File: src/rtl/rsa_modexp_core.sv
// Modular exponentiation C = P^E mod M. A single bit-serial Montgomery multiplier
// is reused for every step of a left-to-right square-and-multiply sequence.
module rsa_modexp_core #(
  parameter int WIDTH     = 8,
  parameter int EXP_WIDTH = 8
) (
  input  logic                 clk,
  input  logic                 rstb,
  input  logic                 ena,
  input  logic                 clear,
  input  logic                 start,
  input  logic [WIDTH-1:0]     P,
  input  logic [EXP_WIDTH-1:0] E,
  input  logic [WIDTH-1:0]     M,
  input  logic [WIDTH-1:0]     Const,
  output logic [WIDTH-1:0]     C,
  output logic                 busy,
  output logic                 done,
  output logic                 err
);

  localparam int N  = WIDTH + 2;
  localparam int CW = $clog2(N + 1);
  localparam int IW = (EXP_WIDTH > 1) ? $clog2(EXP_WIDTH) : 1;
  localparam logic [CW-1:0] CNT_LAST = CW'(N);
  localparam logic [IW-1:0] IDX_TOP  = IW'(EXP_WIDTH - 1);

  typedef enum logic [2:0] {
    IDLE, PRE_P, PRE_X, SQR, MUL, POST, FIX, DONE
  } state_t;

  state_t               state_reg;
  logic [CW-1:0]        cnt_reg;
  logic [IW-1:0]        idx_reg;
  logic [EXP_WIDTH-1:0] e_reg;
  logic [WIDTH-1:0]     m_reg;
  logic [WIDTH-1:0]     p_reg;
  logic [WIDTH-1:0]     k_reg;
  logic [N-1:0]         pm_reg;
  logic [N-1:0]         xm_reg;
  logic [N-1:0]         a_reg;
  logic [N-1:0]         b_reg;
  logic [N:0]           acc_reg;
  logic [WIDTH-1:0]     c_reg;
  logic                 busy_reg;
  logic                 done_reg;
  logic                 err_reg;

  logic [N+1:0]         sum_raw;
  logic [N:0]           m_half;
  logic [N:0]           acc_next;
  logic [N-1:0]         mp_res;
  logic [N-1:0]         op_a;
  logic [N-1:0]         op_b;
  logic                 x_ge_m;
  logic [WIDTH-1:0]     c_next;

  always_comb begin
    sum_raw  = {1'b0, acc_reg} + (a_reg[0] ? {2'b00, b_reg} : '0);
    // For odd sum and odd M, (sum + M) / 2 == (sum >> 1) + (M >> 1) + 1.
    m_half   = (N+1)'(m_reg[WIDTH-1:1]) + (N+1)'(1);
    acc_next = sum_raw[N+1:1] + (sum_raw[0] ? m_half : '0);
    mp_res   = acc_next[N-1:0];

    op_a = '0;
    op_b = '0;
    case (state_reg)
      PRE_P: begin op_a = {2'b00, p_reg}; op_b = {2'b00, k_reg}; end
      PRE_X: begin op_a = N'(1);          op_b = {2'b00, k_reg}; end
      SQR:   begin op_a = xm_reg;         op_b = xm_reg;         end
      MUL:   begin op_a = xm_reg;         op_b = pm_reg;         end
      POST:  begin op_a = xm_reg;         op_b = N'(1);          end
      default: ;
    endcase

    x_ge_m = (xm_reg >= {2'b00, m_reg});
    c_next = x_ge_m ? (xm_reg[WIDTH-1:0] - m_reg) : xm_reg[WIDTH-1:0];
  end

  always_ff @(posedge clk or negedge rstb) begin
    if (!rstb) begin
      state_reg <= IDLE;
      cnt_reg   <= '0;
      idx_reg   <= '0;
      e_reg     <= '0;
      m_reg     <= '0;
      p_reg     <= '0;
      k_reg     <= '0;
      pm_reg    <= '0;
      xm_reg    <= '0;
      a_reg     <= '0;
      b_reg     <= '0;
      acc_reg   <= '0;
      c_reg     <= '0;
      busy_reg  <= 1'b0;
      done_reg  <= 1'b0;
      err_reg   <= 1'b0;
    end else if (ena) begin
      if (clear) begin
        state_reg <= IDLE;
        cnt_reg   <= '0;
        busy_reg  <= 1'b0;
        done_reg  <= 1'b0;
      end else begin
        case (state_reg)
          IDLE: begin
            done_reg <= 1'b0;
            if (start) begin
              p_reg   <= P;
              e_reg   <= E;
              m_reg   <= M;
              k_reg   <= Const;
              cnt_reg <= '0;
              // An even modulus has no Montgomery inverse: report and finish at once.
              if (!M[0]) begin
                c_reg     <= '0;
                err_reg   <= 1'b1;
                done_reg  <= 1'b1;
                state_reg <= DONE;
              end else begin
                err_reg   <= 1'b0;
                busy_reg  <= 1'b1;
                state_reg <= PRE_P;
              end
            end
          end
          PRE_P, PRE_X, SQR, MUL, POST: begin
            if (cnt_reg == '0) begin
              a_reg   <= op_a;
              b_reg   <= op_b;
              acc_reg <= '0;
              cnt_reg <= CW'(1);
            end else begin
              acc_reg <= acc_next;
              a_reg   <= a_reg >> 1;
              if (cnt_reg == CNT_LAST) begin
                cnt_reg <= '0;
                case (state_reg)
                  PRE_P: begin
                    pm_reg    <= mp_res;
                    state_reg <= PRE_X;
                  end
                  PRE_X: begin
                    xm_reg    <= mp_res;
                    idx_reg   <= IDX_TOP;
                    state_reg <= SQR;
                  end
                  SQR: begin
                    xm_reg <= mp_res;
                    if (e_reg[idx_reg]) begin
                      state_reg <= MUL;
                    end else if (idx_reg == '0) begin
                      state_reg <= POST;
                    end else begin
                      idx_reg   <= idx_reg - 1'b1;
                      state_reg <= SQR;
                    end
                  end
                  MUL: begin
                    xm_reg <= mp_res;
                    if (idx_reg == '0) begin
                      state_reg <= POST;
                    end else begin
                      idx_reg   <= idx_reg - 1'b1;
                      state_reg <= SQR;
                    end
                  end
                  default: begin
                    xm_reg    <= mp_res;
                    state_reg <= FIX;
                  end
                endcase
              end else begin
                cnt_reg <= cnt_reg + 1'b1;
              end
            end
          end
          FIX: begin
            c_reg     <= c_next;
            done_reg  <= 1'b1;
            busy_reg  <= 1'b0;
            state_reg <= DONE;
          end
          DONE: begin
            done_reg  <= 1'b0;
            state_reg <= IDLE;
          end
          default: state_reg <= IDLE;
        endcase
      end
    end
  end

  assign C    = c_reg;
  assign busy = busy_reg;
  assign done = done_reg;
  assign err  = err_reg;

endmodule

File: config.mk
export PLATFORM = sky130hd
export DESIGN_NAME = rsa_modexp_core
export DESIGN_NICKNAME = d
export VERILOG_FILES = /design/src/rtl/rsa_modexp_core.sv
export SDC_FILE = /design/constraint.sdc
export NUM_CORES = 1
export LEC_CHECK = 0
export BUFFER_PORTS_ARGS = -buffer_cell sky130_fd_sc_hd__buf_2
export CORE_UTILIZATION = 44
export CTS_BUF_LIST = sky130_fd_sc_hd__clkbuf_4
export CTS_CLUSTER_DIAMETER = 30
export DETAILED_ROUTE_END_ITERATION = 16
export MAX_ROUTING_LAYER = met4
export PLACE_DENSITY = 0.69
export SLEW_MARGIN = 10
export SYNTH_ARGS = -nofsm -noshare
export SYNTH_HDL_FRONTEND = slang
export SYNTH_SLANG_ARGS = --single-unit
File: constraint.sdc
create_clock -name clk -period 4.2 [get_ports clk]
set_input_delay 0.21 -clock clk [delete_from_list [all_inputs] [get_ports clk]]
set_output_delay 0.21 -clock clk [all_outputs]
set_load 0.05 [all_outputs]
; ---- Word level (Yosys, flattened, before mapping)
; Index checks and enable logic that the tools add are counted.
[classes]
n_mux = 37
addsub = 6
eq_ne = 15
n_bitwise = 3
reduce_logical = 22
n_lt_le_gt_ge = 2
[op_table]
columns = operator, n
row1 = $pmux 10 s4, 1
row2 = $mux 8, 4
row3 = $pmux 10 s3, 1
row4 = $mux 3, 9
row5 = $pmux 3 s4, 2
row6 = $mux 10, 2
row7 = $mux 4, 4
row8 = $pmux 8 s2, 1
row9 = $reduce_and 4->1, 4
row10 = $add 11x10->12, 1
row11 = $eq 3x3->1 const B, 4
row12 = $ne 3x3->1 const B, 4
row13 = $reduce_and 6->1, 2
row14 = $add 11x8->11, 1
row15 = $mux 11, 1
row16 = $ge 10x8->1, 1
row17 = $pmux 3 s3, 1
row18 = $reduce_bool 3->1, 3
row19 = $add 7x1->8 const B, 1
row20 = $pmux 4 s2, 1
row21 = $sub 8x8->8, 1
row22 = $mux 1, 7
row23 = $reduce_and 7->1, 1
row24 = $eq 3x2->1 const B, 2
row25 = other kinds (20), 26
[word_totals]
inputBits = 37
output_inout_bits = 11
regBits = 104
wordCells = 101

; ---- Longest topological paths before layout
; Gate-level depths: netlist of the first run.
[depth]
word_depth = 8
depth_mapped = 18
depth_no_buf = 17

; ---- Least setup slack after synthesis of the first run
; No wires, ideal clock.
[synth_timing]
path_kind = reg2reg
startpoint = register a_reg[0]
endpoint = register xm_reg[9]
required_time_ns = 4.075
path_slack_ns = 0.587
setup_ns = 0.125
arrival_time_ns = 3.488
n_path_buf = 1
stages_incl_launch_ff = 19
period_less_slack_ns = 3.613
cell_sequence = dfrtp_1 clkbuf_1 nand2_1 inv_1 ha_1 a211oi_2 nor2_1 o21a_1 nor2_1 o21bai_1 a21oi_1 xnor2_1 ha_1 a21o_1 or4_4 a31oi_4 nor2b_4 xor2_2 mux2_4
[synth_between]
elab_chain_cells = 4
[synth_rtl]
columns = item, line_no
row1 = start: declaration, 41  ; logic [N-1:0] a_reg;
row2 = start signal: assignment, 129  ; a_reg <= op_a;
row3 = start signal: assignment, 135  ; a_reg <= a_reg >> 1;
row4 = $mux 10 *, 59  ; sum_raw = {1'b0, acc_reg} + (a_reg[0] ? {2'b00, b_reg} : '0);
row5 = $add 11x10->12 *, 59
row6 = $mux 8, 62  ; acc_next = sum_raw[N+1:1] + (sum_raw[0] ? m_half : '0);
row7 = $add 11x8->11 *, 62
row8 = end signal: assignment, 144  ; xm_reg <= mp_res;
row9 = end signal: assignment, 149  ; xm_reg <= mp_res;
row10 = end signal: assignment, 160  ; xm_reg <= mp_res;
row11 = end: declaration, 40  ; logic [N-1:0] xm_reg;
; Every way passes the cells marked *; elsewhere a longest branch is shown, timed or not.
; A chain may end at the register's enable or synchronous reset.

; ---- Worst setup path in the final report of the first run
[layout_timing]
startpoint = register a_reg[0]
endpoint = register pm_reg[9]
[layout_between]
elab_chain_cells = 4
[layout_rtl]
columns = item, line_no
row1 = $mux 10 *, 59
row2 = $add 11x10->12 *, 59
row3 = $mux 8, 62
row4 = $add 11x8->11 *, 62
row5 = end signal: assignment, 140  ; pm_reg <= mp_res;
row6 = end: declaration, 39  ; logic [N-1:0] pm_reg;
; Marks and branches as above.

==> results.yml, run 1 <==
clock_tree:
  cts_buffers: 9
  cts_tree: "built"
  worstSkewPairLatency_ns: 0.49
  post_cts_buffers: 0
  htree_num_levels: 3
  cts_buffer_depth: 2
  path_clk_slew_ns: 0.17
  cts_sinks: 104
  clock-root-buffer: "clkbuf_4"
global_route:
  grt_pass1_vias: 4990
  grt-ovfl-total: 0
  grt_max_degree: 74
  antenna_found_initial: 0
  grt_pass1_wl_um: 25400
  grt_use_total_pct: 23.4
synth:
  avgSynthCellArea_um2: 9.71
  ys_ff_latch: 104
  synth_area_leader_cell: "dfrtp_1"
  yosysWarnings: 0
  synth_top_area_share_pct: 42.0
  ys_types: 68
  ys_seq_area_share_pct: 42.0
  synth_nets: 711
  synth_most_common_cell: "dfrtp_1"
  synth-edff-count: 0
  synthesis.area_mm2: 0.00620
  synthFlopType: "dfrtp_1"
  synth_area_leaders: "dfrtp_1 42%, ha_1 6.5%, mux2_2 4.9%"
  synthArstFlopShare_pct: 100
  synthTopCellsByCount: "104 x dfrtp_1, 70 x nand2_1, 50 x nor2_1"
  syn_inst: 639
cells_and_area:
  drive_gt1_share_pct: 16.5
  largest_reg_flops: 11
  fillerInstances: 1233
  multi_input_area_mm2: 0.00338
  antenna_cells: 0
  fin_nets: 783
  postLayoutCoreUtil_pct: 51.1
  syn2layout_area_growth_pct: 13.9
  seqCellArea_mm2: 0.00260
critical_path:
  cp-start-kind: "flip-flop"
  reg2reg_depth: 16
  worstPathArrival_ns: 4.22
  required_ns: 4.59
  critPathMaxStageDelay_ns: 0.50
  reg2reg_to: "pm_reg[9]$_DFFE_PN0P_"
  crit_chain: "and2_1 > ha_1 > o21ai_0 > nor2_1 > o21a_1 > nor2_1 > o21bai_1 > a21oi_1 > xnor2_1 > ha_1 > a21o_1 > or4_4 > a31oi_4 > nor2b_4 > xor2_2 > mux2_4"
  cp_slowest_cell: "dfrtp_1"
  end_kind: "flip-flop"
  path_class: "flip-flop to flip-flop"
  r2r_start: "a_reg[0]$_DFFE_PN0P_"
  path_max_fanout: 11
  r2r_setup_slack_ns: 0.37
placed_design:
  gp_congestion: 0.911
  hpwl_um: 11400
  port_buffers: 47
detailed_routing:
  avgViaCountPerCell: 5.60
  first_pass_iters: 5
  drt_wl_total_um: 15400
  via_count: 5016
  drt_iter0_drc: 321
  wl_per_cell_um: 17.2
  ant_nets: 0
  drc: 0
timing:
  setup_viol: 0
  slew_viol_final: 0
  tightest_slew_ns: 0.948
  hold_violations: 0
  slew-limit-headroom_pct: 36.8
  grt_setup_unrepaired: "no"
  fin_crit_sh_pct: 91.2
  min_period_ns: 3.83
  setup_tns_ns: 0
  max_freq_mhz: 261
  clock-skew-final_ns: 0.0148
floorplanning:
  die_w_um: 121
  fp.dieH_um: 121
  core_mm2: 0.0138
  fp-row-count: 43
  start_util_pct: 44.9
  io_pins: 48
  fp.dieArea_mm2: 0.0146
worst_hold_path:
  min_path_cells: 3
  hold_end: "busy$_DFFE_PN0P_"
  hold_class: "primary input to flip-flop"
  hold_start: "M[0]"
run_status:
  status: "finished clean"
run:
  cap_violations: 0
power:
  power_density_mw_per_mm2: 541
  peakVddDrop_mv: 0.307
  power.leakage_nw: 3.34
## final cells by class
cell class              count  area share, %
clock inverters             7          0.921
flip-flops and latches    104           36.8
repair buffers             85           8.57
multi-input cells         479           47.8
inverters                  32           1.70
clock buffers               9          0.957
well taps                 180           3.19
## report_power, final
group | switching (W) | internal (W) | leakage [nW]
clock network | 0.000376 | 0.000136 | 0.0745
logic | 0.00106 | 0.000697 | 1.93
registers | 0.000272 | 0.00128 | 1.34
total | 0.00171 | 0.00211 | 3.34
## metal layers
layer	vias up	wire length, um	GRT usage, %
met5	-	0	-
met4	0	505	9.80
met3	35	607	3.68
met2	128	7540	37.8
met1	2439	6770	29.3
li1	2414	-	-
## logic make-up after synthesis
| family | count (synthesis) | synth area share (%) |
|---|---|---|
| adder cells (fa/ha/maj) | 35 | 7.42 |
| XOR/XNOR | 21 | 3.33 |
| multiplexers | 63 | 11.6 |
| buffers and inverters | 56 | 3.59 |
| AO/OA/AOI/OAI | 164 | 16.9 |
| AND/OR/NAND/NOR | 196 | 15.2 |
| flip-flops | 104 | 42.0 |
## metrics by stage
step                      instances  setup WS (ns)  area, um^2  total power [W]  hold WS, ns
after floorplan                 639          0.587        6200          0.00281      -0.0856
after global placement          847          0.444        6600          0.00322        0.405
after detailed placement        847          0.384        6600          0.00329        0.417
after CTS                       896          0.367        7060          0.00383       0.0334
after global routing            896          0.183        7060          0.00411       0.0551
final                           896          0.371        7060          0.00382       0.0629
## layout by cell type, fill, tap and decap left out, drive strengths merged, types with 7 or more instances in the layout
cell type | Yosys | layout
o21ai | 59 | 59
nand3 | 18 | 18
clkbuf | 12 | 9
nand2 | 70 | 70
ha | 32 | 32
inv | 32 | 36
nor2b | 10 | 10
nand2b | 7 | 7
and2 | 14 | 14
nor2 | 50 | 50
dfrtp | 104 | 104
xnor2 | 15 | 15
buf | 12 | 52
a22o | 7 | 7
o31ai | 7 | 7
nor3 | 7 | 7
a21oi | 41 | 41
mux2 | 43 | 43
dlygate4sd3 | 0 | 33
mux2i | 18 | 18
## worst max path at each step
stage	from	endpoint	cells past startpoint
final	a_reg[0]$_DFFE_PN0P_	pm_reg[9]$_DFFE_PN0P_	16
after global routing	a_reg[0]$_DFFE_PN0P_	xm_reg[9]$_DFFE_PN0P_	16
after CTS	a_reg[0]$_DFFE_PN0P_	xm_reg[9]$_DFFE_PN0P_	16
after detailed placement	a_reg[0]$_DFFE_PN0P_	xm_reg[9]$_DFFE_PN0P_	16
after global placement	a_reg[0]$_DFFE_PN0P_	xm_reg[9]$_DFFE_PN0P_	16
after floorplan	a_reg[0]$_DFFE_PN0P_	xm_reg[9]$_DFFE_PN0P_	18
## critical path, delay by kind of cell, from the launching register on
| kind | cells | cell delay (ns) |
|---|---|---|
| compound gates | 6 | 1.07 |
| xor+xnor | 2 | 0.29 |
| fa+ha+maj | 2 | 0.62 |
| flops | 1 | 0.50 |
| mux | 1 | 0.26 |
| simple gates | 5 | 0.99 |
## repair_timing
item | in CTS | in global routing
endpoints found under the setup margin | 0 | 0
hold endpoints to repair | 104 | 0
hold buffers | 33 | 0
gates resized for setup | 0 | 0
Power figures use the tool's default switching activity.
==> run 2: changes to the inputs <==
--- a/config.mk
+++ b/config.mk
@@ -6,6 +6,7 @@
 export NUM_CORES = 1
 export LEC_CHECK = 0
 export BUFFER_PORTS_ARGS = -buffer_cell sky130_fd_sc_hd__buf_2
+export CORE_ASPECT_RATIO = 0.6
 export CORE_UTILIZATION = 44
 export CTS_BUF_LIST = sky130_fd_sc_hd__clkbuf_4
 export CTS_CLUSTER_DIAMETER = 30
==> run 2 against run 1 <==
Die area is 0.11% higher. Highest routed layer unchanged. First-iteration DRC count is 18% higher. Power is 2.5% higher. Worst hold slack better by 0.033 ns. Core utilization is 0.72 points higher. Critical path type unchanged. Largest cell class unchanged. Cell count is 1.2% higher. Clock power is 15% higher. Clock-buffer cell count stayed put.
==> results.yml, run 2 (synthesis results as in run 1) <==
cells_and_area:
  largest_reg_flops: 11
  drive_gt1_share_pct: 16.2
  design_area_mm2: 0.00710
  postLayoutCoreUtil_pct: 51.8
  final_cell_mix: "104 x dfrtp_1, 70 x nand2_1, 50 x nor2_1"
  final_common_cell: "dfrtp_1"
  fin_nets: 782
  antenna_cells: 0
  syn2layout_area_growth_pct: 14.5
timing:
  clock-skew-final_ns: 0.0174
  max_freq_mhz: 255
  tightest_slew_ns: 0.949
  fin_crit_sh_pct: 93.2
  setup_tns_ns: 0
  hold_violations: 0
  setup_viol: 0
  worst_slack_ns: 0.286
  slew-limit-headroom_pct: 36.5
  grt_setup_unrepaired: "no"
  min_period_ns: 3.91
  slew_viol_final: 0
detailed_routing:
  via_count: 5051
  wl_per_cell_um: 17.9
  ant_nets: 0
  first_pass_iters: 7
  avgViaCountPerCell: 5.57
  drc: 0
  drt_iter0_drc: 380
  drt_wl_total_um: 16200
critical_path:
  path_max_fanout: 11
  cp-start-kind: "flip-flop"
  end_kind: "flip-flop"
  worstPathArrival_ns: 4.29
  required_ns: 4.58
  path_class: "flip-flop to flip-flop"
clock_tree:
  htree_num_levels: 3
  clock-root-buffer: "clkbuf_4"
  worstSkewPairLatency_ns: 0.47
  cts_buffer_depth: 2
  cts_sinks: 104
  cts_tree: "built"
  post_cts_buffers: 0
  cts_buffers: 9
  path_clk_slew_ns: 0.16
floorplanning:
  io_pins: 48
  start_util_pct: 45.2
  fp.dieArea_mm2: 0.0146
  die_w_um: 155
  fp.dieH_um: 94.0
  core_mm2: 0.0137
  fp-row-count: 33
power:
  finalPower_w: 0.00392
  power_density_mw_per_mm2: 551
  peakVddDrop_mv: 0.319
  power.leakage_nw: 3.35
placed_design:
  placed_area_mm2: 0.00661
  port_buffers: 47
  gp_congestion: 0.891
  hpwl_um: 12200
  pre_cts_ws_ns: 0.228
global_route:
  top_usage_layer: "met2"
  antenna_found_initial: 0
  met2_usage_pct: 36.0
  grtUsageMet1_pct: 34.3
  grt_max_degree: 72
  grt-ovfl-total: 0
  grt_pass1_wl_um: 25900
  grt_use_total_pct: 24.3
  grt_pass1_vias: 4874
  met3_usage_pct: 4.94
run:
  cap_violations: 0
run_status:
  status: "finished clean"
worst_hold_path:
  hold_class: "primary input to flip-flop"
[run 2: cell count changes in the layout (fill, tap and decap cells not counted), sizes merged]
| cell | delta |
|---|---|
| inv | -3 |
| clkinv | +1 |
| bufinv | +2 |
| buf | -1 |
[run 2: cell type report]
| type | count | area (um^2) |
|---|---|---|
| inverters | 32 | 120 |
| flip-flops and latches | 104 | 2600 |
| repair buffers | 84 | 598 |
| clock buffers | 9 | 67.6 |
| multi-input cells | 479 | 3380 |
| well taps | 192 | 240 |
| fillers | 1225 | 6610 |
| clock inverters | 7 | 95.1 |
[run 2: worst paths after layout]
check | from | end | slack (ns) | cells after the start
setup / recovery | a_reg[0]$_DFFE_PN0P_ | xm_reg[9]$_DFFE_PN0P_ | 0.29 | 16
hold / removal | M[0] | busy$_DFFE_PN0P_ | 0.1 | 3
setup reg to reg | a_reg[0]$_DFFE_PN0P_ | xm_reg[9]$_DFFE_PN0P_ | 0.29 | 16
hold reg to reg | a_reg[8]$_DFFE_PN0P_ | a_reg[8]$_DFFE_PN0P_ | 0.50 | 1
max in group asynchronous | rstb | acc_reg[7]$_DFFE_PN0P_ | 2.80 | 3
min in group asynchronous | rstb | C[4]$_DFFE_PN0P_ | 0.38 | 2
[run 2: per-stage QoR]
step	hold WS, ns	instances
global placement	0.380	858
finish	0.0960	907
detailed placement	0.392	858
global route	0.0960	907
CTS	0.0566	907
floorplan	-0.0856	639
[run 2: timing repair]
action                     CTS  global route
hold endpoints to repair   102             0
setup endpoints to repair    0             2
hold buffers                33             0
resized for setup            0             1
[run 2: worst max-delay path: stages, from the launching register on]
cell	delay [ns]
dfrtp_1	0.51
and2_1	0.21
ha_1	0.33
o21ai_1	0.25
nor2_1	0.09
o21a_1	0.17
nor2_1	0.15
o21bai_1	0.09
a21oi_1	0.19
xnor2_1	0.14
ha_1	0.30
a21o_1	0.22
or4_4	0.50
a31oi_4	0.20
nor2b_4	0.06
xor2_2	0.15
mux2_4	0.27
[run 2: report_power, final]
| part | switching [W] | internal, W | total, W |
|---|---|---|---|
| sequential | 0.000285 | 0.00128 | 0.00157 |
| combinational | 0.00107 | 0.000693 | 0.00176 |
| clock | 0.000345 | 0.000243 | 0.000588 |
[run 2: layer usage]
layer	vias to the layer above	part of all wire (%)	wire [um]
li1	2400	-	-
met1	2431	50	8040
met2	201	42	6850
met3	19	6.9	1120
met4	0	1.1	184
met5	-	0	0
